### src/rtl/plugboard_config.sv
// plugboard_config: builds and holds the 26-entry plugboard wiring map.
// Host commands (CLEAR / ADD / REMOVE) are checked against the current map
// before anything is written, so the published map is always an involution.
module plugboard_config #(
  parameter int MAX_PAIRS = 13
) (
  input  logic         clk,
  input  logic         rst,
  input  logic         cmd_valid,
  output logic         cmd_ready,
  input  logic [1:0]   cmd_op,
  input  logic [4:0]   cmd_a,
  input  logic [4:0]   cmd_b,
  output logic         rsp_valid,
  output logic [2:0]   rsp_code,
  output logic [129:0] plug_map,
  output logic [3:0]   pair_count,
  output logic         busy
);

  localparam logic [1:0] OP_CLEAR  = 2'b01;
  localparam logic [1:0] OP_ADD    = 2'b10;
  localparam logic [1:0] OP_REMOVE = 2'b11;

  localparam logic [2:0] RSP_OK          = 3'd0;
  localparam logic [2:0] RSP_RANGE       = 3'd1;
  localparam logic [2:0] RSP_SAME        = 3'd2;
  localparam logic [2:0] RSP_PLUGGED     = 3'd3;
  localparam logic [2:0] RSP_FULL        = 3'd4;
  localparam logic [2:0] RSP_NOT_PLUGGED = 3'd5;
  localparam logic [2:0] RSP_BAD_OP      = 3'd6;

  localparam logic [4:0] LAST_LETTER = 5'd25;
  localparam logic [3:0] MAX_PAIRS_C = 4'(MAX_PAIRS);

  typedef enum logic [2:0] {
    S_IDLE   = 3'd0,
    S_CHECK  = 3'd1,
    S_COMMIT = 3'd2,
    S_CLEAR  = 3'd3,
    S_RESP   = 3'd4
  } state_t;

  state_t     state_r;
  state_t     state_next_s;

  logic [4:0] map_r [26];
  logic [3:0] pair_count_r;
  logic       ready_r;
  logic       rsp_valid_r;
  logic [2:0] rsp_code_r;

  // Latched command and the result of the CHECK cycle.
  logic [1:0] op_r;
  logic [4:0] a_r;
  logic [4:0] b_r;
  logic [4:0] p_r;
  logic [2:0] code_r;
  logic [4:0] sweep_r;

  // Combinational check results.
  logic       a_in_s;
  logic       b_in_s;
  logic [4:0] map_a_s;
  logic [4:0] map_b_s;
  logic [2:0] check_code_s;

  assign cmd_ready  = ready_r;
  assign busy       = ~ready_r;
  assign rsp_valid  = rsp_valid_r;
  assign rsp_code   = rsp_code_r;
  assign pair_count = pair_count_r;

  // Flatten the map array onto the published 130-bit bus.
  always_comb begin
    plug_map = '0;
    for (int i = 0; i < 26; i++) begin
      plug_map[5*i +: 5] = map_r[i];
    end
  end

  // Next-state selection for the command sequencer.
  always_comb begin
    state_next_s = state_r;
    case (state_r)
      S_IDLE: begin
        if (cmd_valid) begin
          if (cmd_op == OP_CLEAR) begin
            state_next_s = S_CLEAR;
          end else begin
            state_next_s = S_CHECK;
          end
        end else begin
          state_next_s = S_IDLE;
        end
      end
      S_CHECK:  state_next_s = S_COMMIT;
      S_COMMIT: state_next_s = S_RESP;
      S_CLEAR: begin
        if (sweep_r == LAST_LETTER) begin
          state_next_s = S_RESP;
        end else begin
          state_next_s = S_CLEAR;
        end
      end
      S_RESP:   state_next_s = S_IDLE;
      default:  state_next_s = S_IDLE;
    endcase
  end

  // Range/conflict evaluation of the latched command; out-of-range letters
  // never index the map (they read back as themselves).
  always_comb begin
    a_in_s       = (a_r <= LAST_LETTER);
    b_in_s       = (b_r <= LAST_LETTER);
    map_a_s      = a_r;
    map_b_s      = b_r;
    check_code_s = RSP_OK;
    if (a_in_s) begin
      map_a_s = map_r[a_r];
    end else begin
      map_a_s = a_r;
    end
    if (b_in_s) begin
      map_b_s = map_r[b_r];
    end else begin
      map_b_s = b_r;
    end
    case (op_r)
      OP_ADD: begin
        if (!a_in_s || !b_in_s) begin
          check_code_s = RSP_RANGE;
        end else if (a_r == b_r) begin
          check_code_s = RSP_SAME;
        end else if ((map_a_s != a_r) || (map_b_s != b_r)) begin
          check_code_s = RSP_PLUGGED;
        end else if (pair_count_r == MAX_PAIRS_C) begin
          check_code_s = RSP_FULL;
        end else begin
          check_code_s = RSP_OK;
        end
      end
      OP_REMOVE: begin
        if (!a_in_s) begin
          check_code_s = RSP_RANGE;
        end else if (map_a_s == a_r) begin
          check_code_s = RSP_NOT_PLUGGED;
        end else begin
          check_code_s = RSP_OK;
        end
      end
      default: check_code_s = RSP_BAD_OP;
    endcase
  end

  // State, map, counter and response registers.
  always_ff @(posedge clk) begin
    if (rst) begin
      state_r      <= S_IDLE;
      for (int i = 0; i < 26; i++) begin
        map_r[i] <= 5'(i);
      end
      pair_count_r <= 4'd0;
      ready_r      <= 1'b1;
      rsp_valid_r  <= 1'b0;
      rsp_code_r   <= RSP_OK;
      op_r         <= 2'b00;
      a_r          <= 5'd0;
      b_r          <= 5'd0;
      p_r          <= 5'd0;
      code_r       <= RSP_OK;
      sweep_r      <= 5'd0;
    end else begin
      state_r     <= state_next_s;
      ready_r     <= (state_next_s == S_IDLE);
      rsp_valid_r <= (state_next_s == S_RESP);
      case (state_r)
        S_IDLE: begin
          if (cmd_valid) begin
            op_r    <= cmd_op;
            a_r     <= cmd_a;
            b_r     <= cmd_b;
            sweep_r <= 5'd0;
          end
        end
        S_CHECK: begin
          code_r <= check_code_s;
          p_r    <= map_a_s;
        end
        S_COMMIT: begin
          rsp_code_r <= code_r;
          if (code_r == RSP_OK) begin
            if (op_r == OP_ADD) begin
              map_r[a_r]   <= b_r;
              map_r[b_r]   <= a_r;
              pair_count_r <= pair_count_r + 4'd1;
            end else if (op_r == OP_REMOVE) begin
              map_r[a_r]   <= a_r;
              map_r[p_r]   <= p_r;
              pair_count_r <= pair_count_r - 4'd1;
            end
          end
        end
        S_CLEAR: begin
          map_r[sweep_r] <= sweep_r;
          sweep_r        <= sweep_r + 5'd1;
          if (sweep_r == LAST_LETTER) begin
            pair_count_r <= 4'd0;
            rsp_code_r   <= RSP_OK;
          end
        end
        default: ;
      endcase
    end
  end

endmodule

### config.mk
export PLATFORM = sky130hd
export DESIGN_NAME = plugboard_config
export DESIGN_NICKNAME = d
export VERILOG_FILES = /design/src/rtl/plugboard_config.sv
export SDC_FILE = /design/constraint.sdc
export NUM_CORES = 1
export LEC_CHECK = 0
export CAP_MARGIN = 10
export CORE_ASPECT_RATIO = 1.25
export CORE_MARGIN = 2
export CORE_UTILIZATION = 60
export CTS_CLUSTER_SIZE = 40
export DETAILED_ROUTE_END_ITERATION = 12
export PLACE_DENSITY = 0.85
export SLEW_MARGIN = 25
export SYNTH_ARGS = -nofsm -noshare
export SYNTH_HDL_FRONTEND = slang
export SYNTH_SLANG_ARGS = --single-unit
### constraint.sdc
create_clock -name clk -period 7.28 [get_ports clk]
set_input_delay 2.184 -clock clk [delete_from_list [all_inputs] [get_ports clk]]
set_output_delay 2.184 -clock clk [all_outputs]
set_load 0.02 [all_outputs]
==> results.py, run 1 <==
metrics = {
    "outcome": {
        "status": "completed",
    },
    "sta": {
        "setup_viol": 0,
        "drv_slew": 0,
        "max_slew_margin_pct": 21.7,
        "hold-worst-slack_ps": 496,
        "fmax_mhz": 199,
        "fin_skew_ps": 18.6,
        "tightest_slew_ps": 1170,
        "timing.final.crit_period_ps": 5030,
        "rsz0062_at_grt": "false",
        "setup_tns_ps": 0,
        "fin_crit_sh_pct": 69.0,
        "hold_viol": 0,
        "setup_slack_ps": 2250,
    },
    "place": {
        "gp_congestion": 1.06,
        "dp_slack_ps": 1920,
        "post-place-cells": 1487,
        "post_dp_cell_area_um2": 14000,
        "port_buffers": 154,
        "dpl.hpwl_um": 32300,
    },
    "critical_path": {
        "arrival_ps": 5230,
        "cp_cell_sequence": "buf_2 > nor2_2 > nand2_1 > a21oi_1 > nor2b_1 > nand2_1 > nand3b_1",
        "max_stage_delay_ps": 720,
        "startpoint_type": "input pin",
        "cp_data_required_time_ps": 7480,
        "crit_top_cell": "nand2_1",
        "r2r_cells": 8,
        "r2r-end": "map_r[8][1]",
        "endpoint_kind": "flip-flop",
        "path_buf_inv": 1,
        "path_max_fanout": 21,
        "critPathSlowestCell": "a21oi_1",
        "worstSetupPathType": "input pin to flip-flop",
        "cp_top_family": "simple AND/OR/NAND/NOR gates",
        "r2r_slack_ps": 2800,
        "timing.rr.start": "op_r[1]",
    },
    "detailed_routing": {
        "ant_nets": 0,
        "dr_total_vias": 11600,
        "vias_per_cell": 7.59,
        "detail_route.first_pass.iterations": 7,
        "drc": 0,
        "wl_um": 46600,
        "dr.first_iter.drc_count": 1976,
        "wl_per_cell_um": 30.6,
    },
    "floorplan": {
        "rows": 58,
        "die-area_um2": 21900,
        "start_util_pct": 61.3,
        "die_h_um": 165,
        "die_x_um": 133,
        "core_um2": 20200,
        "ios": 155,
    },
    "logic_synthesis": {
        "synth-seq-cells": 207,
        "synth_fp_nets": 1164,
        "syn_avg_cell_area_um2": 10.9,
        "ys_seq_area_share_pct": 46.3,
        "synth_area_leaders": "edfxtp_1 (39%), mux4_2 (10%), dfxtp_1 (7.6%)",
        "synth.top_cell.area_share_pct": 38.7,
        "synth_warnings": 0,
        "synth_edf_count": 160,
        "synthFlopType": "edfxtp_1",
        "ys_types": 77,
        "yosys.area.top_type": "edfxtp_1",
        "syn_area_um2": 12400,
        "synthCells": 1144,
        "ys_async_sr_fraction_pct": 0,
    },
    "layout": {
        "diodes": 0,
        "final_nets": 1261,
        "drive_gt1_share_pct": 11.8,
        "utilization_pct": 72.9,
        "final_area_um2": 14800,
        "fin_cells": 1525,
        "synthToLayoutAreaGrowth_pct": 18.8,
    },
    "grt": {
        "grt_pass1_wl_um": 68000,
        "grt_usage_pct": 42.0,
        "gr-total-overflow": 0,
        "grt_pass1_vias": 11000,
        "grt_max_degree": 68,
        "antenna_found_initial": 0,
    },
    "power_and_ir_drop": {
        "p_leak_nw": 4.74,
        "p_per_area_nw_per_um2": 202,
        "irDropWorstVdd_uv": 188,
        "total_power_mw": 2.98,
    },
    "clock_network": {
        "cts_resized": 0,
        "cts-root-buf": "clkbuf_16",
        "clkTransAtPathRegs_ps": 70,
        "post_cts_buffers": 0,
        "cts_made_buffers": 21,
        "clock_latency_ps": 520,
        "clock_sinks": 207,
        "cts_buffer_depth": 3,
        "ctsHoldBuffers": 0,
        "htreeDepth": 1,
        "cts_tree": "done",
    },
    "min_path": {
        "min-delay-start": "code_r[0]",
        "hold_depth": 1,
        "hold_class": "flip-flop to flip-flop",
        "whs_endpoint": "code_r[0]",
    },
    "job": {
        "cap_violations": 0,
    },
}
[synthesized netlist by cell type, types with 6 or more instances]
library cell and n:
mux2i_1 76, nand2b_1 8, nor2b_1 18, nand3_1 27
o211ai_1 6, mux4_2 55, nand3b_1 11, edfxtp_1 160
nor3_1 15, or3_1 21, inv_1 18, mux2_2 13
nand2_1 135, clkbuf_1 70, a31oi_1 7, nand4_1 6
xnor2_1 7, o21ai_1 6, o21ai_0 15, buf_2 19
nor2_1 91, a22oi_1 73, a21oi_1 46, and2_1 7
dfxtp_1 47, o22ai_1 74
[cells in the final DEF, fill, tap and decap left out, types with 7 or more instances in the layout]
master | netlist | layout
o22ai_1 | 74 | 74
mux4_2 | 55 | 55
clkbuf_16 | 0 | 21
o21ai_0 | 15 | 15
or3_1 | 21 | 21
mux2_2 | 13 | 13
dfxtp_1 | 47 | 43
a22oi_1 | 73 | 73
mux2i_1 | 76 | 73
nand3_1 | 27 | 27
buf_4 | 5 | 20
nor2b_1 | 18 | 18
nand2b_1 | 8 | 8
nor2_1 | 91 | 90
nand2_1 | 135 | 135
edfxtp_1 | 160 | 160
inv_1 | 18 | 18
nand3b_1 | 11 | 11
a31oi_1 | 7 | 7
clkdlybuf4s50_1 | 0 | 153
and2_1 | 7 | 7
xnor2_1 | 7 | 7
nor3_1 | 15 | 15
a21oi_1 | 46 | 41
[kinds of logic (layout without fill, tap and decap cells)]
family	after synthesis	in the layout	share of synthesized area [%]
compound gates	286	286	15.8
flops	207	207	46.3
mux	150	150	18.5
simple gates	365	365	13.9
xor+xnor	11	11	0.836
fa+ha+maj	5	5	0.564
buf+inv	120	231	4.22
[power by group]
part           internal (mW)  leakage (nW)  switching (mW)
combinational          0.184          2.60           0.321
sequential              1.30          1.81          0.0579
clock                  0.649         0.336           0.469
total                   2.13          4.74           0.848
[registers in the layout, indices dropped and copies added (netlist names), 4 cells and up, named ones only]
| signal | cells |
|---|---|
| a_r | 5 |
| b_r | 5 |
| map_r | 160 |
| p_r | 5 |
| pair_count | 4 |
| sweep_r | 5 |
[area by class of cell]
class	instances	area, µm²
sequential	207	5750
inverter	20	75.1
clock inverter	10	129
timing repair buffer	174	1690
fill	1358	5500
clock buffer	27	558
tap	270	338
multi-input combinational	817	6210
[worst max-delay path by stage]
| stage | start | slack, ps | cells past startpoint | to |
|---|---|---|---|---|
| 2_1_floorplan | rst | 3350 | 8 | map_r[28][0] |
| 3_3_place_gp | rst | 2040 | 7 | map_r[30][4] |
| 3_5_place_dp | rst | 1920 | 7 | map_r[8][4] |
| 4_1_cts | rst | 2430 | 7 | map_r[26][1] |
| 5_1_grt | rst | 2110 | 7 | map_r[8][2] |
| 6_report | rst | 2250 | 7 | map_r[8][1] |
[routing by layer]
layer	part of all wire (%)	vias up	GRT usage, %
li1	-	4629	-
met5	0	-	0
met4	9.6	0	30.6
met2	45	1241	66.6
met1	31	5365	50.0
met3	15	341	10.7
(Power assumes the default switching activity.)
==> run 2, diff against run 1 <==
--- a/config.mk
+++ b/config.mk
@@ -8,10 +8,10 @@
 export CAP_MARGIN = 10
 export CORE_ASPECT_RATIO = 1.25
 export CORE_MARGIN = 2
-export CORE_UTILIZATION = 60
+export CORE_UTILIZATION = 57
 export CTS_CLUSTER_SIZE = 40
 export DETAILED_ROUTE_END_ITERATION = 12
-export PLACE_DENSITY = 0.85
+export PLACE_DENSITY = 0.82
 export SLEW_MARGIN = 25
 export SYNTH_ARGS = -nofsm -noshare
 export SYNTH_HDL_FRONTEND = slang
==> constraint.sdc (replaced) <==
create_clock -name clk -period 5.2 [get_ports clk]
set_input_delay 1.56 -clock clk [delete_from_list [all_inputs] [get_ports clk]]
set_output_delay 1.56 -clock clk [all_outputs]
set_load 0.02 [all_outputs]
==> run 2 against run 1 <==
Against the previous run:
- final cell count grew 1.4%
- non-clock buffer count rose by 9
- hold slack better by 12 ps
- critical path type is now flip-flop to flip-flop
- largest cell class unchanged
==> results.py, run 2 (synthesis results as in run 1) <==
metrics = {
    "layout": {
        "synthToLayoutAreaGrowth_pct": 19.5,
        "top_register": "map_r",
        "utilization_pct": 69.1,
        "final_cell_mix": "edfxtp_1 (160), clkdlybuf4s50_1 (153), nand2_1 (135)",
        "drive_gt1_share_pct": 12.7,
        "final_common_cell": "edfxtp_1",
        "diodes": 0,
        "largest_reg_flops": 160,
        "final_nets": 1271,
        "fin_cells": 1546,
    },
    "grt": {
        "antenna_found_initial": 0,
        "grt_usage_pct": 40.8,
        "grt_pass1_vias": 10800,
        "gr-total-overflow": 0,
        "grt_pass1_wl_um": 68600,
        "grt_max_degree": 44,
    },
    "sta": {
        "fmax_mhz": 250,
        "max_slew_margin_pct": 30.3,
        "tightest_slew_ps": 1040,
        "hold_viol": 0,
        "hold-worst-slack_ps": 508,
        "rsz0062_at_grt": "false",
        "timing.final.crit_period_ps": 4000,
        "setup_tns_ps": 0,
        "fin_skew_ps": 12.9,
        "drv_slew": 0,
        "fin_crit_sh_pct": 76.9,
        "setup_viol": 0,
    },
    "clock_network": {
        "cts-root-buf": "clkbuf_16",
        "clock_latency_ps": 510,
        "htreeDepth": 1,
        "clock_sinks": 207,
        "post_cts_buffers": 0,
        "cts_tree": "done",
        "cts_buffer_depth": 3,
        "clkTransAtPathRegs_ps": 70,
        "ctsHoldBuffers": 0,
        "cts_resized": 0,
        "cts_made_buffers": 22,
    },
    "critical_path": {
        "r2r_slack_ps": 1200,
        "endpoint_kind": "flip-flop",
        "r2r-end": "code_r[0]",
        "path_max_fanout": 32,
        "arrival_ps": 4460,
        "startpoint_type": "flip-flop",
        "cp_data_required_time_ps": 5660,
        "worstSetupPathType": "flip-flop to flip-flop",
        "r2r_cells": 9,
    },
    "job": {
        "cap_violations": 0,
    },
    "min_path": {
        "hold_depth": 2,
        "hold_class": "flip-flop to flip-flop",
        "whs_endpoint": "p_r[2]",
        "min-delay-start": "p_r[2]",
    },
    "detailed_routing": {
        "dr_total_vias": 11400,
        "wl_um": 46900,
        "vias_per_cell": 7.39,
        "ant_nets": 0,
        "detail_route.first_pass.iterations": 8,
        "dr.first_iter.drc_count": 2211,
        "wl_per_cell_um": 30.3,
        "drc": 0,
    },
    "power_and_ir_drop": {
        "irDropWorstVdd_uv": 276,
        "p_per_area_nw_per_um2": 281,
        "p_leak_nw": 4.81,
    },
    "floorplan": {
        "start_util_pct": 57.8,
        "ios": 155,
        "die_x_um": 136,
        "core_um2": 21500,
        "die-area_um2": 23000,
        "die_h_um": 169,
        "rows": 60,
    },
    "place": {
        "post-place-cells": 1506,
        "dpl.hpwl_um": 33000,
        "gp_congestion": 1.06,
        "port_buffers": 154,
    },
    "outcome": {
        "status": "completed",
    },
}
run 2: cell count changes in the layout (fill, tap and decap cells not counted), moves of 2 or more:
cell,delta
buf_4,+8
bufinv_16,-2
clkbuf_1,-2
clkbuf_16,+3
clkinv_1,-2
clkinv_2,+3
inv_1,+2
run 2: critical path, stage by stage (launching register included):
cell and delay (ps):
dfxtp_2 990, nor2b_1 480, a22oi_1 280, nand2_1 110, o31ai_1 740, nor4_1 190, nor4_4 350, a31oi_1 180
a2111oi_2 430, a211o_1 150
run 2: metrics by stage:
step | setup slack, ps | power [mW] | cell area, µm²
detailed placement | 853 | 2.61 | 14100
finish | 1200 | 4.17 | 14800
floorplan | 1890 | 2.36 | 12400
global route | 1090 | 4.26 | 14800
global placement | 876 | 2.60 | 14100
CTS | 1300 | 4.13 | 14800
run 2: metal layers:
layer,part of all wire (%),up-vias,GRT usage [%],wire length [µm]
met5,0,-,0,0
met4,9.1,0,26.9,4280
met3,14,275,10.2,6680
met2,45,1139,63.7,21300
met1,31,5345,50.1,14700
li1,-,4663,-,-
run 2: where the power goes:
group,total [mW],switching (mW),internal (mW),leakage [nW]
sequential,1.93,0.107,1.82,1.81
clock,1.56,0.662,0.902,0.361
combinational,0.682,0.422,0.260,2.64
run 2: layout make-up:
class | instances | area (µm²)
Tap cell | 279 | 349
Timing Repair Buffer | 183 | 1770
Clock buffer | 28 | 626
Inverter | 20 | 75.1
Sequential cell | 207 | 5750
Clock inverter | 12 | 88.8
Fill cell | 1626 | 6630
Multi-Input combinational cell | 817 | 6190
run 2: worst max-delay path by stage:
| stage | from | end | cells past startpoint |
|---|---|---|---|
| final | flip-flop | code_r[0] | 9 |
| after detailed placement | rst | map_r[15][4] | 7 |
| after global placement | rst | map_r[15][4] | 7 |
| after global routing | rst | map_r[15][1] | 7 |
| after CTS | flip-flop | code_r[0] | 9 |
| after floorplan | rst | map_r[28][0] | 8 |
==> run 3, diff against run 2 <==
--- a/config.mk
+++ b/config.mk
@@ -8,10 +8,10 @@
 export CAP_MARGIN = 10
 export CORE_ASPECT_RATIO = 1.25
 export CORE_MARGIN = 2
-export CORE_UTILIZATION = 57
+export CORE_UTILIZATION = 51
 export CTS_CLUSTER_SIZE = 40
 export DETAILED_ROUTE_END_ITERATION = 12
-export PLACE_DENSITY = 0.82
+export PLACE_DENSITY = 0.77
 export SLEW_MARGIN = 25
 export SYNTH_ARGS = -nofsm -noshare
 export SYNTH_HDL_FRONTEND = slang
==> constraint.sdc (replaced) <==
create_clock -name clk -period 3.3 [get_ports clk]
set_input_delay 0.99 -clock clk [delete_from_list [all_inputs] [get_ports clk]]
set_output_delay 0.99 -clock clk [all_outputs]
set_load 0.02 [all_outputs]
==> run 3 against run 2 <==
Against the previous run:
- final cell count is 9.6% higher
- first-iteration DRC count is 24% lower
- sequential power is 55% higher
- sequential share of layout area is 2.5 points lower
- global-route usage is 0.65 points lower
- flip-flop and latch count stayed put
==> results.py, run 3 (synthesis results as in run 1) <==
metrics = {
    "outcome": {
        "status": "completed",
    },
    "critical_path": {
        "path_max_fanout": 16,
        "cp_cell_sequence": "or4b_1 > nand2b_1 > nor2_2 > buf_12 > nand2_1 > o21a_1 > o21ai_0",
        "startpoint_type": "flip-flop",
        "arrival_ps": 3360,
        "cp_data_required_time_ps": 3440,
        "endpoint_kind": "flip-flop",
        "worstSetupPathType": "flip-flop to flip-flop",
        "max_stage_delay_ps": 850,
        "critPathSlowestCell": "o21ai_0",
    },
    "clock_network": {
        "cts_tree": "done",
        "clock_sinks": 207,
        "ctsHoldBuffers": 0,
        "cts_resized": 0,
        "clock_latency_ps": 510,
        "cts_buffer_depth": 3,
        "cts-root-buf": "clkbuf_16",
        "htreeDepth": 1,
        "clkTransAtPathRegs_ps": 60,
        "post_cts_buffers": 0,
        "cts_made_buffers": 21,
    },
    "sta": {
        "setup_tns_ps": 0,
        "fin_skew_ps": 12.2,
        "rsz0062_at_grt": "false",
        "timing.final.crit_period_ps": 3220,
        "tightest_slew_ps": 926,
        "hold_viol": 0,
        "fin_crit_sh_pct": 97.6,
        "fmax_mhz": 310,
        "drv_slew": 0,
        "setup_viol": 0,
        "hold-worst-slack_ps": 507,
        "max_slew_margin_pct": 37.6,
    },
    "grt": {
        "grt_pass1_vias": 11500,
        "antenna_found_initial": 0,
        "grt_usage_pct": 40.1,
        "gr-total-overflow": 0,
        "grt_max_degree": 44,
        "grt_pass1_wl_um": 74000,
    },
    "floorplan": {
        "rows": 63,
        "die_x_um": 144,
        "die-area_um2": 25600,
        "ios": 155,
        "core_um2": 23800,
        "start_util_pct": 52.2,
        "die_h_um": 178,
    },
    "detailed_routing": {
        "wl_per_cell_um": 30.3,
        "dr_total_vias": 11800,
        "drc": 0,
        "wl_um": 51300,
        "dr.first_iter.drc_count": 1676,
        "ant_nets": 0,
        "vias_per_cell": 6.95,
        "detail_route.first_pass.iterations": 6,
    },
    "power_and_ir_drop": {
        "p_leak_nw": 5.38,
        "total_power_mw": 6.77,
        "p_per_area_nw_per_um2": 426,
        "irDropWorstVdd_uv": 441,
    },
    "layout": {
        "drive_gt1_share_pct": 19.6,
        "synthToLayoutAreaGrowth_pct": 27.9,
        "final_nets": 1375,
        "largest_reg_flops": 160,
        "top_register": "map_r",
        "fill_cells": 1830,
        "final_common_cell": "edfxtp_1",
        "diodes": 0,
        "fin_cells": 1694,
        "final_cell_mix": "edfxtp_1 (160), clkdlybuf4s50_1 (153), nand2_1 (135)",
    },
    "place": {
        "dpl.hpwl_um": 37800,
        "post-place-cells": 1657,
        "gp_congestion": 1.05,
        "port_buffers": 154,
    },
    "min_path": {
        "hold_class": "flip-flop to flip-flop",
    },
    "job": {
        "cap_violations": 0,
    },
}
[run 3: changes by cell type in the layout (fill, tap and decap cells not counted), moves of 2 or more]
cell	previous run	this run
bufinv_16	1	3
buf_12	1	15
buf_4	28	119
clkinv_2	5	2
clkbuf_16	24	22
clkbuf_1	3	0
inv_6	1	4
[run 3: final timing paths]
check	start	end	slack, ps	cells past startpoint
max	code_r[2]	map_r[29][3]	80	7
min	rsp_code[1]	rsp_code[1]	510	2
max reg2reg	code_r[2]	map_r[29][3]	80	7
min reg2reg	rsp_code[1]	rsp_code[1]	510	2
[run 3: metrics by stage]
step,worst slack (ps),util (%),cell area [µm²]
floorplan,490,-,12400
global placement,139,63.6,15100
detailed placement,73.7,63.6,15100
CTS,50.5,66.7,15900
global route,4.69,66.7,15900
finish,78.2,66.7,15900
[run 3: report_power, final]
part           internal [mW]  switching, mW  total (mW)
Sequential              2.87          0.131        3.00
Clock                   1.48           1.07        2.54
Combinational          0.494          0.737        1.23
[run 3: layout make-up]
cell class	count	area [µm²]	area share, %
inverter	20	75.1	0.473
multi-input combinational	817	6200	39.0
sequential	207	5750	36.2
timing repair buffer	288	2730	17.2
tap	325	407	2.56
clock inverter	14	155	0.977
clock buffer	23	564	3.55
[run 3: routing by layer]
metal / track usage [%] / wire (µm)
met2: 63.5 / 23500
met4: 28.8 / 4580
met3: 9.91 / 6100
met1: 47.6 / 17100
met5: 0 / 0
[run 3: worst max-delay path: cells and delay by family, from the launching register on]
| kind | cells | cell delay, ps |
|---|---|---|
| compound gates | 2 | 1300 |
| buf+inv | 1 | 160 |
| flops | 1 | 330 |
| simple gates | 4 | 1040 |
